**src/rtl/onn_pattern_driver.sv**
```systemverilog
// Front-end sequencer for the 3x5 ONN: serializes one 15-pixel pattern, pulses load,
// waits a fixed settling interval, then returns the recognized number over valid/ready.
module onn_pattern_driver #(
    parameter int unsigned N_PIX      = 15,
    parameter int unsigned SETTLE_CYC = 256
) (
    input  logic             sclk,
    input  logic             re,
    input  logic             pat_valid,
    output logic             pat_ready,
    input  logic [N_PIX-1:0] pat_data,
    output logic             onn_data,
    output logic             onn_load,
    input  logic [1:0]       onn_num,
    output logic             res_valid,
    output logic [1:0]       res_num,
    input  logic             res_ready,
    output logic             busy
);

    localparam int unsigned SW = $clog2(SETTLE_CYC + 1);
    localparam logic [3:0]    PixLast    = 4'(N_PIX - 1);
    localparam logic [SW-1:0] SettleLast = SW'(SETTLE_CYC - 1);

    typedef enum logic [2:0] {
        StIdle,
        StShift,
        StLoad,
        StSettle,
        StReport
    } state_e;

    state_e           state_q;
    logic [N_PIX-1:0] shreg_q;
    logic [3:0]       pix_cnt_q;
    logic [SW-1:0]    settle_cnt_q;
    logic             onn_data_q;
    logic             onn_load_q;
    logic             res_valid_q;
    logic [1:0]       res_num_q;

    // The only input-to-output path: reset gates the accept.
    assign pat_ready = (state_q == StIdle) && !re;
    assign busy      = (state_q != StIdle);
    assign onn_data  = onn_data_q;
    assign onn_load  = onn_load_q;
    assign res_valid = res_valid_q;
    assign res_num   = res_num_q;

    always_ff @(posedge sclk) begin
        if (re) begin
            state_q      <= StIdle;
            shreg_q      <= '0;
            pix_cnt_q    <= '0;
            settle_cnt_q <= '0;
            onn_data_q   <= 1'b0;
            onn_load_q   <= 1'b0;
            res_valid_q  <= 1'b0;
            res_num_q    <= 2'b00;
        end else begin
            unique case (state_q)
                StIdle: begin
                    if (pat_valid) begin
                        // Pixel 0 goes straight to the output register; the rest queue up.
                        shreg_q    <= pat_data >> 1;
                        onn_data_q <= pat_data[0];
                        pix_cnt_q  <= '0;
                        state_q    <= StShift;
                    end
                end
                StShift: begin
                    shreg_q   <= shreg_q >> 1;
                    pix_cnt_q <= pix_cnt_q + 4'd1;
                    if (pix_cnt_q == PixLast) begin
                        onn_data_q <= 1'b0;
                        onn_load_q <= 1'b1;
                        state_q    <= StLoad;
                    end else begin
                        onn_data_q <= shreg_q[0];
                    end
                end
                StLoad: begin
                    onn_load_q   <= 1'b0;
                    settle_cnt_q <= '0;
                    state_q      <= StSettle;
                end
                StSettle: begin
                    if (settle_cnt_q == SettleLast) begin
                        res_num_q   <= onn_num;
                        res_valid_q <= 1'b1;
                        state_q     <= StReport;
                    end else begin
                        settle_cnt_q <= settle_cnt_q + 1'b1;
                    end
                end
                StReport: begin
                    if (res_ready) begin
                        res_valid_q <= 1'b0;
                        state_q     <= StIdle;
                    end
                end
                default: state_q <= StIdle;
            endcase
        end
    end

endmodule

```
**config.mk**
```make
export PLATFORM = sky130hd
export DESIGN_NAME = onn_pattern_driver
export DESIGN_NICKNAME = d
export VERILOG_FILES = /design/src/rtl/onn_pattern_driver.sv
export SDC_FILE = /design/constraint.sdc
export NUM_CORES = 1
export LEC_CHECK = 0
export CAP_MARGIN = 20
export CORE_MARGIN = 2
export CORE_UTILIZATION = 56
export DETAILED_ROUTE_END_ITERATION = 10
export GPL_ROUTABILITY_DRIVEN = 0
export PLACE_DENSITY = 0.93
export SLEW_MARGIN = 10
export SYNTH_ARGS = -nofsm -noshare
export SYNTH_HDL_FRONTEND = slang
export SYNTH_SLANG_ARGS = --single-unit
```
**constraint.sdc**
```tcl
create_clock -name sclk -period 4.29 [get_ports sclk]
set_input_delay 0.858 -clock sclk [delete_from_list [all_inputs] [get_ports sclk]]
set_output_delay 0.858 -clock sclk [all_outputs]
set_load 0.05 [all_outputs]
```
==> flow_summary.yaml, run 1 <==
clocking:
  clock_path_buffers: 2
  insertion_delay_ps: 340
  htree_num_levels: 2
  cts_resized: 0
  postCtsHoldBufs: 0
  cts.sinks: 35
  cts_tree: "done"
  cts_buffers: 5
  cts_setup_buffers: 0
  root_buffer: "clkbuf_4"
  clk_pin_slew_worst_paths_ps: 100
status:
  status: "complete, no violations"
power:
  clkPwrFrac_pct: 29.2
  internal_power_mw: 0.438
  seqPwrFrac_pct: 58.1
  ir_drop_uv: 337
  leakagePower_nw: 0.705
  switching_share_pct: 26.8
  p_per_area_nw_per_um2: 304
  p_comb_share_pct: 12.7
  p_sw_mw: 0.161
timing:
  period_minus_slack_ps: 3100
  fmax_mhz: 322
  final-max-slew-violation-count: 0
  finClkSkew_ps: 10.1
  fin_setup_tns_ps: 0
  finalCritPeriodShare_pct: 72.3
  worstMarginPinSlew_ps: 1070
  rsz0062_at_grt: "no"
  setup_viol: 0
  maxSlewHeadroom_pct: 28.4
  hold_viol: 0
worst_setup_path:
  worstSetupEndpointType: "primary output"
  cp_max_fo: 2
  crit_required_ps: 3430
  startpoint_type: "input port"
  r2r-end: "shreg_q[11]"
  reg2reg_from: "state_q[1]"
  rrSetupSlack_ps: 2220
  crit_arrival_ps: 2240
  path_class: "input port to primary output"
  reg2reg_depth: 3
layout:
  nets: 225
  multi_input_area_um2: 892
  syn_to_final_growth_pct: 18.8
  n_antenna_cell: 0
  final_cells: 232
  final_area_um2: 1970
  fillers: 221
  ff_latch_area_um2: 701
  drive_gt1_share_pct: 6.97
global_routing:
  grt_start_max_net_pins: 27
  grt_overflow: 0
  grt_pass1_wl_mm: 6.30
  grt_pass1_vias: 1392
  antenna_found_initial: 0
  grt_usage_pct: 23.9
yosys:
  yosys-mux-area-fraction_pct: 3.09
  ys_warn_count: 0
  synth_fp_nets: 203
  yosysTopAreaCell: "dfxtp_1"
  synth.ff_latch_count: 35
  synth.distinct_cells: 42
  synth_compound_area_share_pct: 18.0
  syn_area_um2: 1660
  syn_area_per_cell_um2: 9.31
  seq_area_frac_synth_pct: 42.3
  synth.area.top_cells: "dfxtp_1 (42%), a221o_1 (7.8%), and2_1 (5.7%)"
  synth_edf_count: 0
  synthSimpleGateAreaFrac_pct: 29.1
  synth_xor_area_share_pct: 0.528
  synthAdderAreaFrac_pct: 3.02
  synth_ff_type: "dfxtp_1"
  synthArstFlopShare_pct: 0
  synth_top_area_share_pct: 42.3
  synth_top_family_by_area: "simple AND/OR/NAND/NOR gates"
  postSynthCellCount: 178
placement:
  dp.cells: 224
  portBuffers: 27
  placed_cell_area_um2: 1920
  dp_hpwl_mm: 2.61
die:
  ioPinCount: 28
  chipWidth_um: 58.4
  start_util_pct: 59.6
  die_area_um2: 3410
  rows: 19
  die_y_um: 58.4
  coreArea_um2: 2780
drt:
  wl_per_cell_um: 16.1
  dr.pass1.iters: 4
  routed_via_density: 6.29
  ant_nets: 0
  drt_iter0_drc: 58
  wl_mm: 3.74
  vias: 1459
  drcViolationCount: 0
hold_path:
  hold_path_class: "register to register"
  min_path_cells: 2
  hold_end: "shreg_q[13]"
  worstHoldStart: "shreg_q[13]"
run:
  cap_violations: 0
## placed cells by master, fill, tap and decap left out, drive strengths merged, types with 5 or more instances in the layout
cell,n
dfxtp,35
clkdlybuf4s50,27
a21oi,16
and2,15
a221o,13
nor2,8
nand2,7
nand3,7
nand2b,7
clkbuf,5
## per-stage QoR
stage / total power, mW / utilization, % / hold slack (ps) / setup WS [ps]
finish: 0.599 / 70.8 / 481 / 1190
global route: 0.620 / 70.8 / 510 / 1160
CTS: 0.600 / 70.8 / 483 / 1180
detailed placement: 0.430 / 68.9 / 460 / 1180
global placement: 0.426 / 68.9 / 449 / 1190
floorplan: 0.397 / - / 443 / 1340
## state kept, by name, indices dropped and copies added (netlist names)
signal and flops:
state_q 3, settle_cnt_q 9, shreg_q 14, res_valid 1
pix_cnt_q 4, onn_data 1, onn_load 1, res_num 2
## cells in the mapped netlist (3+ instances only)
library cell,count
buf_2,4
ha_1,4
nand2_1,7
nor2_1,8
nand3_1,7
mux2i_1,4
or3b_1,4
nor3_1,4
nand2b_1,7
dfxtp_1,35
a221o_1,13
o31ai_1,3
a21oi_1,16
o21ai_0,3
clkbuf_1,7
nand3b_1,3
nor4_1,3
and2_1,15
## cells by family after synthesis
| group | after synthesis |
|---|---|
| AND/OR/NAND/NOR | 77 |
| AO/OA/AOI/OAI | 41 |
| flip-flops | 35 |
| buffers and inverters | 15 |
| multiplexers | 5 |
| adder cells (fa/ha/maj) | 4 |
| XOR/XNOR | 1 |
## worst max-delay path, cell delays in order
cell and delay, ps:
clkdlybuf4s50_1 460, nor2_1 120, clkdlybuf4s50_1 810
## per-layer routing
metal / share of wire, % / global-route usage (%) / wire length [um] / up-vias
met5: 0 / 0 / 0 / -
met4: 0.94 / 9.63 / 35 / 0
met3: 3.6 / 4.62 / 135 / 4
met2: 51 / 39.8 / 1900 / 38
met1: 45 / 30.2 / 1660 / 706
li1: - / - / - / 711
## how the worst max path moves through the flow
stage,startpoint,endpoint,slack (ps),cells after the start
after floorplan,re,pat_ready,1340,4
after global placement,re,pat_ready,1190,3
after global routing,state_q[1],pat_ready,1160,3
after detailed placement,re,pat_ready,1180,3
after CTS,re,pat_ready,1180,3
final,re,pat_ready,1190,3
## power groups by stage
stage	sequential, mW	combinational, mW	clock, mW
global route	0.349	0.0818	0.189
floorplan	0.354	0.0427	0
CTS	0.348	0.0757	0.176
finish	0.348	0.0760	0.175
global placement	0.354	0.0720	0
detailed placement	0.355	0.0752	0
## layout make-up
class	count	share of cell area (%)
Clock buffer	5	1.91
Tap cell	31	1.97
Clock inverter	3	0.762
Timing Repair Buffer	28	14.1
Sequential cell	35	35.6
Inverter	2	0.381
Multi-Input combinational cell	128	45.3
Power figures use the tool's default switching activity.
==> run 2: changes to the inputs <==
--- a/config.mk
+++ b/config.mk
@@ -7,10 +7,10 @@
 export LEC_CHECK = 0
 export CAP_MARGIN = 20
 export CORE_MARGIN = 2
-export CORE_UTILIZATION = 56
+export CORE_UTILIZATION = 47
 export DETAILED_ROUTE_END_ITERATION = 10
 export GPL_ROUTABILITY_DRIVEN = 0
-export PLACE_DENSITY = 0.93
+export PLACE_DENSITY = 0.84
 export SLEW_MARGIN = 10
 export SYNTH_ARGS = -nofsm -noshare
 export SYNTH_HDL_FRONTEND = slang
==> constraint.sdc (replaced) <==
create_clock -name sclk -period 2.8 [get_ports sclk]
set_input_delay 0.56 -clock sclk [delete_from_list [all_inputs] [get_ports sclk]]
set_output_delay 0.56 -clock sclk [all_outputs]
set_load 0.05 [all_outputs]
==> run 2 against run 1 <==
  * Power grew 62%
  * Critical endpoint unchanged
  * Highest routed layer unchanged
  * Hold slack lost 1.2 ps
  * Routed wire length shrank 6.7%
  * Count of clock-buffer cells in the layout grew 3
  * Core utilization shrank 10 points
  * Clock skew shrank 4.4 ps
  * Setup slack lost 730 ps
  * Sequential cell count is the same
  * Largest cell class unchanged
  * Combinational power grew 64%
  * Sequential power grew 52%
==> flow_summary.yaml, run 2 (synthesis results as in run 1) <==
clocking:
  cts_tree: "done"
  clock_path_buffers: 2
  root_buffer: "clkbuf_4"
  cts_resized: 0
  postCtsHoldBufs: 0
  insertion_delay_ps: 330
  cts.sinks: 35
  htree_num_levels: 2
  cts_setup_buffers: 0
  clk_pin_slew_worst_paths_ps: 100
  cts_buffers: 5
drt:
  wl_mm: 3.49
  drt_iter0_drc: 92
  ant_nets: 0
  vias: 1410
  drcViolationCount: 0
  routed_via_density: 5.62
  wl_per_cell_um: 13.9
  dr.pass1.iters: 4
layout:
  nets: 229
  regMostFlops: "shreg_q"
  drive_gt1_share_pct: 8.78
  largest_reg_flops: 14
  final_common_cell: "dfxtp_1"
  ff_latch_area_um2: 701
  syn_to_final_growth_pct: 23.3
  n_antenna_cell: 0
  multi_input_area_um2: 892
  fillers: 324
  largestRegisters: "shreg_q (14), settle_cnt_q (9), pix_cnt_q (4)"
  final_cell_mix: "dfxtp_1 (35), clkdlybuf4s50_1 (26), a21oi_1 (16)"
worst_setup_path:
  crit_required_ps: 2240
  cp_num_buf_inv: 3
  worstPathCellList: "clkdlybuf4s50_1 -> buf_4 -> nor2_1 -> buf_12"
  startpoint_type: "input port"
  crit_arrival_ps: 1780
  worstSetupEndpointType: "primary output"
  cpLargestDelayFamily: "buffers and inverters"
  cp_max_fo: 11
  path_class: "input port to primary output"
  slowest_stage: "clkdlybuf4s50_1"
  max_stage_delay_ps: 590
global_routing:
  grt_start_max_net_pins: 19
  grt_pass1_vias: 1267
  grt_overflow: 0
  antenna_found_initial: 0
  grt_pass1_wl_mm: 5.84
  grt_usage_pct: 18.2
timing:
  finalCritPeriodShare_pct: 83.5
  hold_viol: 0
  period_minus_slack_ps: 2340
  fmax_mhz: 428
  setup_viol: 0
  finClkSkew_ps: 5.73
  final-max-slew-violation-count: 0
  maxSlewHeadroom_pct: 28.8
  fin_setup_tns_ps: 0
  worstMarginPinSlew_ps: 1070
  rsz0062_at_grt: "no"
power:
  total_power_mw: 0.968
  leakagePower_nw: 0.735
  p_per_area_nw_per_um2: 473
  ir_drop_uv: 307
placement:
  dp_hpwl_mm: 2.40
  portBuffers: 27
die:
  start_util_pct: 49.3
  ioPinCount: 28
  chipWidth_um: 63.4
  coreArea_um2: 3360
  rows: 21
  die_y_um: 63.4
  die_area_um2: 4020
status:
  status: "complete, no violations"
hold_path:
  hold_path_class: "register to register"
run:
  cap_violations: 0
[run 2: cell types whose count changed in the layout (fill, tap and decap cells not counted)]
cell | previous run | this run
clkbuf_8 | 0 | 2
clkinv_2 | 3 | 0
buf_4 | 1 | 5
buf_12 | 0 | 1
clkbuf_1 | 0 | 1
clkdlybuf4s50_1 | 27 | 26
[run 2: layout make-up]
class | instances | area share [%]
multi-input combinational | 128 | 43.6
tap | 46 | 2.82
inverter | 2 | 0.367
clock buffer | 8 | 3.37
sequential | 35 | 34.3
timing repair buffer | 32 | 15.5
[run 2: where the power goes]
part           switching, mW  leakage (nW)  internal (mW)
registers             0.0110         0.285          0.517
logic                 0.0594         0.412         0.0655
clock network          0.167        0.0386          0.148
[run 2: routing by layer]
| metal | up-vias | global-route usage, % | part of all wire [%] |
|---|---|---|---|
| li1 | 721 | - | - |
| met1 | 661 | 25.6 | 50 |
| met2 | 22 | 26.3 | 45 |
| met3 | 6 | 4.29 | 2.4 |
| met4 | 0 | 8.15 | 1.9 |
| met5 | - | 0 | 0 |
[run 2: worst min-delay path: cells and delay by family, from the launching register on]
kind | cells | cell delay, ps
flops | 1 | 320
compound gates | 1 | 60
simple gates | 1 | 60
[run 2: worst paths after layout]
kind,startpoint,to,slack (ps),cells past startpoint
max,re,pat_ready,460,4
min,shreg_q[13],shreg_q[13],480,2
max reg2reg,settle_cnt_q[0],settle_cnt_q[2],740,7
min reg2reg,shreg_q[13],shreg_q[13],480,2
[run 2: per-stage QoR]
stage	instances	setup slack (ps)	hold slack [ps]	area, um2	util, %
floorplan	178	329	443	1660	-
global placement	243	310	455	1980	58.7
detailed placement	243	293	467	1980	58.7
CTS	251	456	481	2040	60.8
global route	251	401	499	2040	60.8
finish	251	462	480	2040	60.8
